### src/rtl/exc_seq_ctrl.sv
`default_nettype none
// ============================================================================
// Module   : exc_seq_ctrl
// Purpose  : Exception/interrupt sequencing controller with the CP0 register
//            file for a 5-stage MIPS pipeline. It arbitrates hardware
//            interrupts, M-stage exceptions, eret and mtc0. It latches
//            EPC/Cause/SR, holds flush for DRAIN_CYCLES cycles and then issues
//            a single PC redirect to the handler or to EPC.
// Ports    : clk, reset (async, active high)
//            hwint[HWINT_W]          level-sensitive interrupt requests
//            exc_valid, exc_code,
//            pc_m, bd_m, eret_m      M-stage event information
//            cp0_we, cp0_addr,
//            cp0_wdata, cp0_rdata    mtc0 / mfc0 access
//            flush, redirect_valid,
//            redirect_pc, busy,
//            epc_out                 pipeline control and status
// Options  : EXC_COUNT_EN adds a 32-bit take counter at CP0 address 16.
// Revision : 1.0 - initial release
// ============================================================================
module exc_seq_ctrl #(
    parameter int          HWINT_W      = 6,
    parameter logic [31:0] HANDLER_ADDR = 32'h0000_4180,
    parameter int          DRAIN_CYCLES = 3,
    parameter logic [31:0] PRID_VAL     = 32'h0000_2019
) (
    input  logic               clk,
    input  logic               reset,
    input  logic [HWINT_W-1:0] hwint,
    input  logic               exc_valid,
    input  logic [4:0]         exc_code,
    input  logic [31:0]        pc_m,
    input  logic               bd_m,
    input  logic               eret_m,
    input  logic               cp0_we,
    input  logic [4:0]         cp0_addr,
    input  logic [31:0]        cp0_wdata,
    output logic [31:0]        cp0_rdata,
    output logic               flush,
    output logic               redirect_valid,
    output logic [31:0]        redirect_pc,
    output logic               busy,
    output logic [31:0]        epc_out
);

    typedef enum logic [1:0] {
        S_IDLE     = 2'd0,
        S_FLUSH    = 2'd1,
        S_REDIRECT = 2'd2
    } state_t;

    localparam logic [2:0] C_CNT_INIT = 3'(DRAIN_CYCLES - 1);

    state_t              r_state;
    state_t              w_state_next;
    logic [HWINT_W-1:0]  r_im;
    logic                r_exl;
    logic                r_ie;
    logic                r_bd;
    logic [HWINT_W-1:0]  r_ip;
    logic [4:0]          r_exccode;
    logic [31:0]         r_epc;
    logic [31:0]         r_target;
    logic [2:0]          r_cnt;
`ifdef EXC_COUNT_EN
    logic [31:0]         r_count;
`endif

    logic        w_idle;
    logic        w_int_req;
    logic        w_take;
    logic        w_eret;
    logic        w_wr;
    logic [31:0] w_epc_next;
    logic [31:0] w_sr;
    logic [31:0] w_cause;
    logic        w_unused_wdata;

    assign w_idle    = (r_state == S_IDLE);
    assign w_int_req = r_ie & ~r_exl & (|(hwint & r_im));
    assign w_take    = w_idle & (w_int_req | (exc_valid & ~r_exl));
    // eret outranks mtc0; both lose to a take in the same cycle.
    assign w_eret    = w_idle & ~w_take & eret_m;
    assign w_wr      = w_idle & ~w_take & ~eret_m & cp0_we;

    // A delay-slot instruction restarts at its branch.
    assign w_epc_next = (bd_m ? (pc_m - 32'd4) : pc_m) & ~32'd3;

    assign w_sr    = ({{(32-HWINT_W){1'b0}}, r_im} << 10) | {30'b0, r_exl, r_ie};
    assign w_cause = {r_bd, 31'b0}
                   | ({{(32-HWINT_W){1'b0}}, r_ip} << 10)
                   | {25'b0, r_exccode, 2'b00};

    assign epc_out        = r_epc;
    // Only a subset of the mtc0 data bits lands in architectural state.
    assign w_unused_wdata = ^cp0_wdata;

    always_comb begin
        cp0_rdata = 32'd0;
        case (cp0_addr)
            5'd12:   cp0_rdata = w_sr;
            5'd13:   cp0_rdata = w_cause;
            5'd14:   cp0_rdata = r_epc;
            5'd15:   cp0_rdata = PRID_VAL;
`ifdef EXC_COUNT_EN
            5'd16:   cp0_rdata = r_count;
`endif
            default: cp0_rdata = 32'd0;
        endcase
    end

    // State register
    always_ff @(posedge clk or posedge reset) begin
        if (reset) begin
            r_state <= S_IDLE;
        end else begin
            r_state <= w_state_next;
        end
    end

    // Next state and pipeline-control outputs
    always_comb begin
        w_state_next   = r_state;
        flush          = 1'b0;
        redirect_valid = 1'b0;
        redirect_pc    = 32'd0;
        busy           = 1'b0;
        case (r_state)
            S_IDLE: begin
                if (w_take || w_eret) begin
                    w_state_next = S_FLUSH;
                end
            end
            S_FLUSH: begin
                flush = 1'b1;
                busy  = 1'b1;
                if (r_cnt == 3'd0) begin
                    w_state_next = S_REDIRECT;
                end
            end
            S_REDIRECT: begin
                flush          = 1'b1;
                busy           = 1'b1;
                redirect_valid = 1'b1;
                redirect_pc    = r_target;
                w_state_next   = S_IDLE;
            end
            default: begin
                w_state_next = S_IDLE;
            end
        endcase
    end

    // CP0 registers, drain counter and redirect target
    always_ff @(posedge clk or posedge reset) begin
        if (reset) begin
            r_im      <= '0;
            r_exl     <= 1'b0;
            r_ie      <= 1'b0;
            r_bd      <= 1'b0;
            r_ip      <= '0;
            r_exccode <= 5'd0;
            r_epc     <= 32'd0;
            r_target  <= 32'd0;
            r_cnt     <= 3'd0;
`ifdef EXC_COUNT_EN
            r_count   <= 32'd0;
`endif
        end else begin
            r_ip <= hwint;
            if (w_take) begin
                r_exl     <= 1'b1;
                r_epc     <= w_epc_next;
                r_bd      <= bd_m;
                r_exccode <= w_int_req ? 5'd0 : exc_code;
                r_target  <= HANDLER_ADDR;
                r_cnt     <= C_CNT_INIT;
`ifdef EXC_COUNT_EN
                r_count   <= r_count + 32'd1;
`endif
            end else if (w_eret) begin
                r_exl    <= 1'b0;
                r_target <= r_epc;
                r_cnt    <= C_CNT_INIT;
            end else if (w_wr) begin
                case (cp0_addr)
                    5'd12: begin
                        r_im  <= cp0_wdata[10 +: HWINT_W];
                        r_exl <= cp0_wdata[1];
                        r_ie  <= cp0_wdata[0];
                    end
                    5'd14: r_epc <= cp0_wdata & ~32'd3;
`ifdef EXC_COUNT_EN
                    5'd16: r_count <= 32'd0;
`endif
                    default: ;
                endcase
            end else if ((r_state == S_FLUSH) && (r_cnt != 3'd0)) begin
                r_cnt <= r_cnt - 3'd1;
            end
        end
    end

endmodule
`default_nettype wire

### config.mk
export PLATFORM = sky130hd
export DESIGN_NAME = exc_seq_ctrl
export DESIGN_NICKNAME = d
export VERILOG_FILES = /design/src/rtl/exc_seq_ctrl.sv
export SDC_FILE = /design/constraint.sdc
export NUM_CORES = 1
export LEC_CHECK = 0
export ABC_AREA = 1
export BUFFER_PORTS_ARGS = -buffer_cell sky130_fd_sc_hd__buf_2
export CORE_ASPECT_RATIO = 0.7
export CORE_MARGIN = 5
export CORE_UTILIZATION = 45
export DETAILED_ROUTE_END_ITERATION = 16
export PLACE_DENSITY_LB_ADDON = 0.05
export REMOVE_ABC_BUFFERS = 1
export SETUP_SLACK_MARGIN = 0.3
export SYNTH_ARGS = -nofsm -noshare
export SYNTH_HDL_FRONTEND = slang
export SYNTH_SLANG_ARGS = --single-unit
### constraint.sdc
create_clock -name clk -period 2.9 [get_ports clk]
set_input_delay 0.435 -clock clk [delete_from_list [all_inputs] [get_ports clk]]
set_output_delay 0.435 -clock clk [all_outputs]
set_load 0.02 [all_outputs]
## Word-level counts from Yosys, hierarchy flattened

Cells that the tools add are included.

- Reduce and logical (&&, ||, !) cells: 18
- Add/subtract/negate cells: 2
- Shifts and indexed selects: 0
- Muxes and demuxes: 23
- Div/mod/pow operators: 0
- Equality and inequality tests: 10
- $mul: 0
- Bitwise operators: 17
- $lt $le $gt $ge: 0

Operator list:

| cell | count |
|---|---|
| two-way mux 32 bit | 8 |
| case mux 32 bit (4 select lines) | 1 |
| bitwise OR 32 x 16 -> 32 bit | 1 |
| bitwise OR 32 x 7 -> 32 bit | 1 |
| subtractor 32 x 3 -> 32 bit (second input constant) | 1 |
| == test 5 x 4 -> 1 bit (second input constant) | 4 |
| bitwise OR 16 x 2 -> 16 bit | 1 |
| two-way mux 3 bit | 4 |
| nonzero test 3 bit | 4 |
| AND 1 bit | 8 |
| AND 6 bit | 1 |
| two-way mux 1 bit | 6 |
| AND reduction 2 bit | 3 |
| nonzero test 2 bit | 3 |
| OR reduction 6 bit | 1 |
| two-way mux 5 bit | 1 |
| two-way mux 2 bit | 2 |
| != test 2 bit (second input constant) | 2 |
| inverter 1 bit | 4 |
| case mux 2 bit (2 select lines) | 1 |
| AND reduction 4 bit | 1 |
| logical NOT 3 bit | 1 |
| != test 3 bit (second input constant) | 1 |
| AND reduction 3 bit | 1 |
| 9 further kinds | 9 |

- Flip-flop bits (word level): 89
- Output and inout port bits: 99
- ROM bits: 0
- Latch bits: 0
- Memories kept: 0
- RAM bits: 0
- Bits of input ports: 86
- Logic and storage cells: 80

## Longest topological paths before layout

- Depth in word-level cells: 12
- Gate-level depth with buffers: 13
- Depth with buffers taken out: 13

## Worst setup path after synthesis

Ideal clock, no wire load.

- Path kind: in2out
- Start point: input cp0_addr[3]
- End point: output cp0_rdata[2]
- Path slack: 1054 ps
- Data required time: 2465 ps
- Path buffers: 2
- Arrival: 1411 ps
- Stages on the path: 6
- Path through: nand2_1 nor2_1 nand2_1 clkbuf_1 clkbuf_1 o22ai_1

- Word-level cells in the longest chain between the ends: 2
- Elaborated cells on any way between the ends: 5
- Classes of those cells: 4 x eq/ne; 1 x mux

Ends and longest elaborated chain:

| what | RTL line | RTL |
|---|---|---|
| start, declared | 36 | `input logic [4:0] cp0_addr,` |
| == test 5 x 4 -> 1 bit | 100 | `case (cp0_addr)` |
| case mux 32 bit (4 select lines) (*) | 100 |  |
| end, declared | 38 | `output logic [31:0] cp0_rdata,` |

Mark *: on every way between the ends. The rest lies on a longest branch, timed or not.

## Final worst setup path

- Start point: register r_im[5]
- End point: register r_epc[31], in the netlist epc_out[31]

- Word-level cells in the longest chain between the ends: 11
- Elaborated cells on any way between the ends: 15
- Classes of those cells: 1 x eq/ne; 1 x mux; 9 x bitwise; 4 x reduce/logical

Ends and longest elaborated chain:

| what | RTL line | RTL |
|---|---|---|
| start, declared | 56 | `logic [HWINT_W-1:0] r_im;` |
| start signal, assigned | 188 | `r_im <= cp0_wdata[10 +: HWINT_W];` |
| AND 6 bit (*) | 80 | `assign w_int_req = r_ie & ~r_exl & (\|(hwint & r_im));` |
| OR reduction 6 bit (*) | 80 |  |
| AND 1 bit (*) | 80 |  |
| bitwise OR 1 bit (*) | 81 | `assign w_take = w_idle & (w_int_req \| (exc_valid & ~r_exl));` |
| AND 1 bit (*) | 81 |  |
| inverter 1 bit (no source line) | n/a |  |
| AND 1 bit | 83, 84 |  |
| AND 1 bit (2 in a row) | 84 | `assign w_wr = w_idle & ~w_take & ~eret_m & cp0_we;` |
| nonzero test 2 bit (no source line) | n/a |  |
| AND reduction 3 bit (no source line) | n/a |  |
| end signal, assigned | 173 | `r_epc <= w_epc_next;` |
| end signal, assigned | 192 | `5'd14: r_epc <= cp0_wdata & ~32'd3;` |
| end, declared | 62 | `logic [31:0] r_epc;` |

Marked as above.
A chain may end at the register's enable or synchronous reset.

==> metrics <==
Cell Pwr Density=852 nW/µm²; largest family of logic cells by synthesized area=simple AND/OR/NAND/NOR gates; share of cells above drive strength 1=23.7%; Leak=3.92 nW; synthesized instance count=about 780; DP Wirelength=12700 µm; GRT met2 Usage=36.3%; final critical-path required period=between 2 and 2.5 ns; part of the cycle the worst path needs=74.7%; Rel. slew slack=52.5%; drt wl/cell=14.9 µm; initial antenna violation count=0; GRT overflow=0; vias in the first global route=roughly 5400; DIE WIDTH=140 µm; worst slew pin tran=slightly above 0.7 ns; reg2reg path depth=10; reg2reg start=r_im[5]; Clock Tree Buf Depth=2; Hold Vio Cnt, Final=0; Root Driver=clkbuf_16; Die Ht=101 µm; number of H-tree levels=3; DR iter-0 viols=283; routing usage on met1=33.5%; TritonCTS clock tree=yes; # rows=33; total negative slack=0 ns; GP Congestion=around 0.89; fraction of synthesized area in multiplexers=0%; post-synth top area cell=dfrtp_1; Clock transition at path regs=0.07 ns; Synth Area in Compound Gates=9.27%; EDFF count, synth=0; sequential cell area fraction in the yosys report=39.9%; WHS=roughly 0.15 ns; Hold Path Class=in -> async; die area=14200 µm²; number of CTS-inserted buffers=9; first-pass GRT wire length=roughly 27000 µm; WP data required=~3.1 ns; Crit Reg-Reg Endpoint=epc_out[31]; status=complete, no violations; Inserted Diodes=0; most frequent cell after synthesis=nand2_1; synth top area cells=dfrtp_1 40%, nand2_1 19%, inv_1 8.4%; Synth top area share=39.9%; Ys Warns=0; fin nets=about 1000; I/O Buffers=178; busiest grt layer=met2; M3 GR Usage=5.64%; post-route ant nets=0; Hold Buf Count CTS=0; detailed-route via count=around 5500; R2R Setup Slk=0.73 ns; Clk Latency, worst-skew pair=0.34 ns; Top Ports=185; Core Box Area=11600 µm²; simple-gate share of the synthesized area=34.7%; crit path max fanout=35; Final Skew=approximately 0.0066 ns; CTS Sinks=85; adder-cell share of the synthesized area=approximately 1.4%; Post-CTS Setup Bufs=0; filler instances=roughly 1200; fraction of registers with async set/reset=100%; Synth Flop Type=dfrtp_1; setup violators final=0; CP Capture Type=flop; Total Wirelength=roughly 17000 µm; DR vias/cell=4.94; CP Class=reg -> reg; Post-Syn Area per Cell=6.80 µm²; drc violations=0; # resized after CTS=0; MaxCap Viol Count=0; Starting Density=45.8%; Setup crit start kind=flop; synth unique cells=34; RSZ-0062 raised after global routing=no; DR pass1 iterations=5; total global-route track usage=23.5%; commonest cells in the netlist=267 x nand2_1, 119 x inv_1, 85 x dfrtp_1; P&R area growth vs syn=24.3%; fmax=462 MHz; CP arrival=2.39 ns; final slew viol count=0; Max rail drop VDD=0.453 mV; pin count of the biggest net entering global routing=about 50; fraction of synthesized cell area in xor and xnor cells=2.46%; Post-Syn Area=5330 µm²; FF+latch count, synth=85
==> cells by family (layout without fill, tap and decap cells) <==
logic type / Yosys count / after routing
AO/OA/AOI/OAI: 83 / 83
XOR/XNOR: 15 / 15
adder cells (fa/ha/maj): 6 / 6
buffers and inverters: 154 / 322
flip-flops: 85 / 85
other: 1 / 4
AND/OR/NAND/NOR: 440 / 440
==> cell usage in the layout, fill, tap and decap left out, drive strengths merged <==
| master | netlist | routed |
|---|---|---|
| a21oi | 5 | 5 |
| a22o | 2 | 2 |
| and2 | 2 | 2 |
| buf | 25 | 187 |
| bufinv | 0 | 1 |
| clkbuf | 10 | 9 |
| clkinv | 0 | 3 |
| clkinvlp | 0 | 2 |
| conb | 1 | 4 |
| dfrtp | 85 | 85 |
| ha | 6 | 6 |
| inv | 119 | 120 |
| nand2 | 271 | 271 |
| nand3 | 72 | 72 |
| nand4 | 14 | 14 |
| nor2 | 79 | 79 |
| nor3 | 2 | 2 |
| o211ai | 5 | 5 |
| o21ai | 66 | 66 |
| o21bai | 1 | 1 |
| o221ai | 1 | 1 |
| o22ai | 3 | 3 |
| xnor2 | 3 | 3 |
| xor2 | 12 | 12 |
==> how the worst max path moves through the flow <==
stage                        start           to
final                      r_im[5]  epc_out[31]
after CTS                  r_im[5]  epc_out[31]
after global routing       r_im[5]  epc_out[31]
after detailed placement  hwint[5]  epc_out[31]
after floorplan              reset  epc_out[10]
after global placement    hwint[5]  epc_out[28]
==> metal layers <==
| metal | up-vias | wire length, µm | share of wire, % |
|---|---|---|---|
| met4 | 0 | 265 | 1.6 |
| met2 | 194 | 7200 | 43 |
| met3 | 23 | 1160 | 7.0 |
| met5 | - | 0 | 0 |
| met1 | 2530 | 7960 | 48 |
| li1 | 2741 | - | - |
==> power breakdown <==
part	switching (W)	total, W	internal, W
Combinational	0.00164	0.00244	0.000792
Sequential	0.000346	0.00202	0.00168
Clock	0.000508	0.00119	0.000680
Total	0.00250	0.00565	0.00315
==> stage by stage <==
stage                     power [W]  cells  cell area, µm²  util, %  setup slack [ns]
after floorplan             0.00357    752            5140        -             0.272
after global placement      0.00440   1096            6320     54.3             0.603
after detailed placement    0.00448   1096            6320     54.3             0.563
after CTS                   0.00569   1112            6630     56.9             0.711
after global routing        0.00609   1112            6630     56.9             0.453
final                       0.00565   1112            6630     56.9             0.735
==> flip-flops by register name, indices dropped and copies added, names as in the netlist, 2 cells and up <==
register and count:
r_cnt 3, epc_out 30, r_state 2, r_ip 6
r_exccode 5, r_im 6, r_target 30
==> worst max-delay path, stage by stage, from the launching register on <==
cell,delay (ns)
dfrtp_1,0.39
nand2_1,0.07
nand2_1,0.07
nor2_1,0.10
nand2_1,0.11
nand2_4,0.16
nand2_2,0.12
nand2_4,0.31
nand2_2,0.46
nand2_1,0.19
nand2_1,0.07
==> area by class of cell <==
class,instances,area [µm²],share of cell area (%)
flip-flops and latches,85,2130,32.1
clock buffers,9,225,3.40
clock inverters,7,82.6,1.25
multi-input cells,548,2570,38.7
inverters,119,448,6.76
well taps,157,196,2.96
repair buffers,187,983,14.8
No activity file was read; power rests on OpenSTA's default activity.
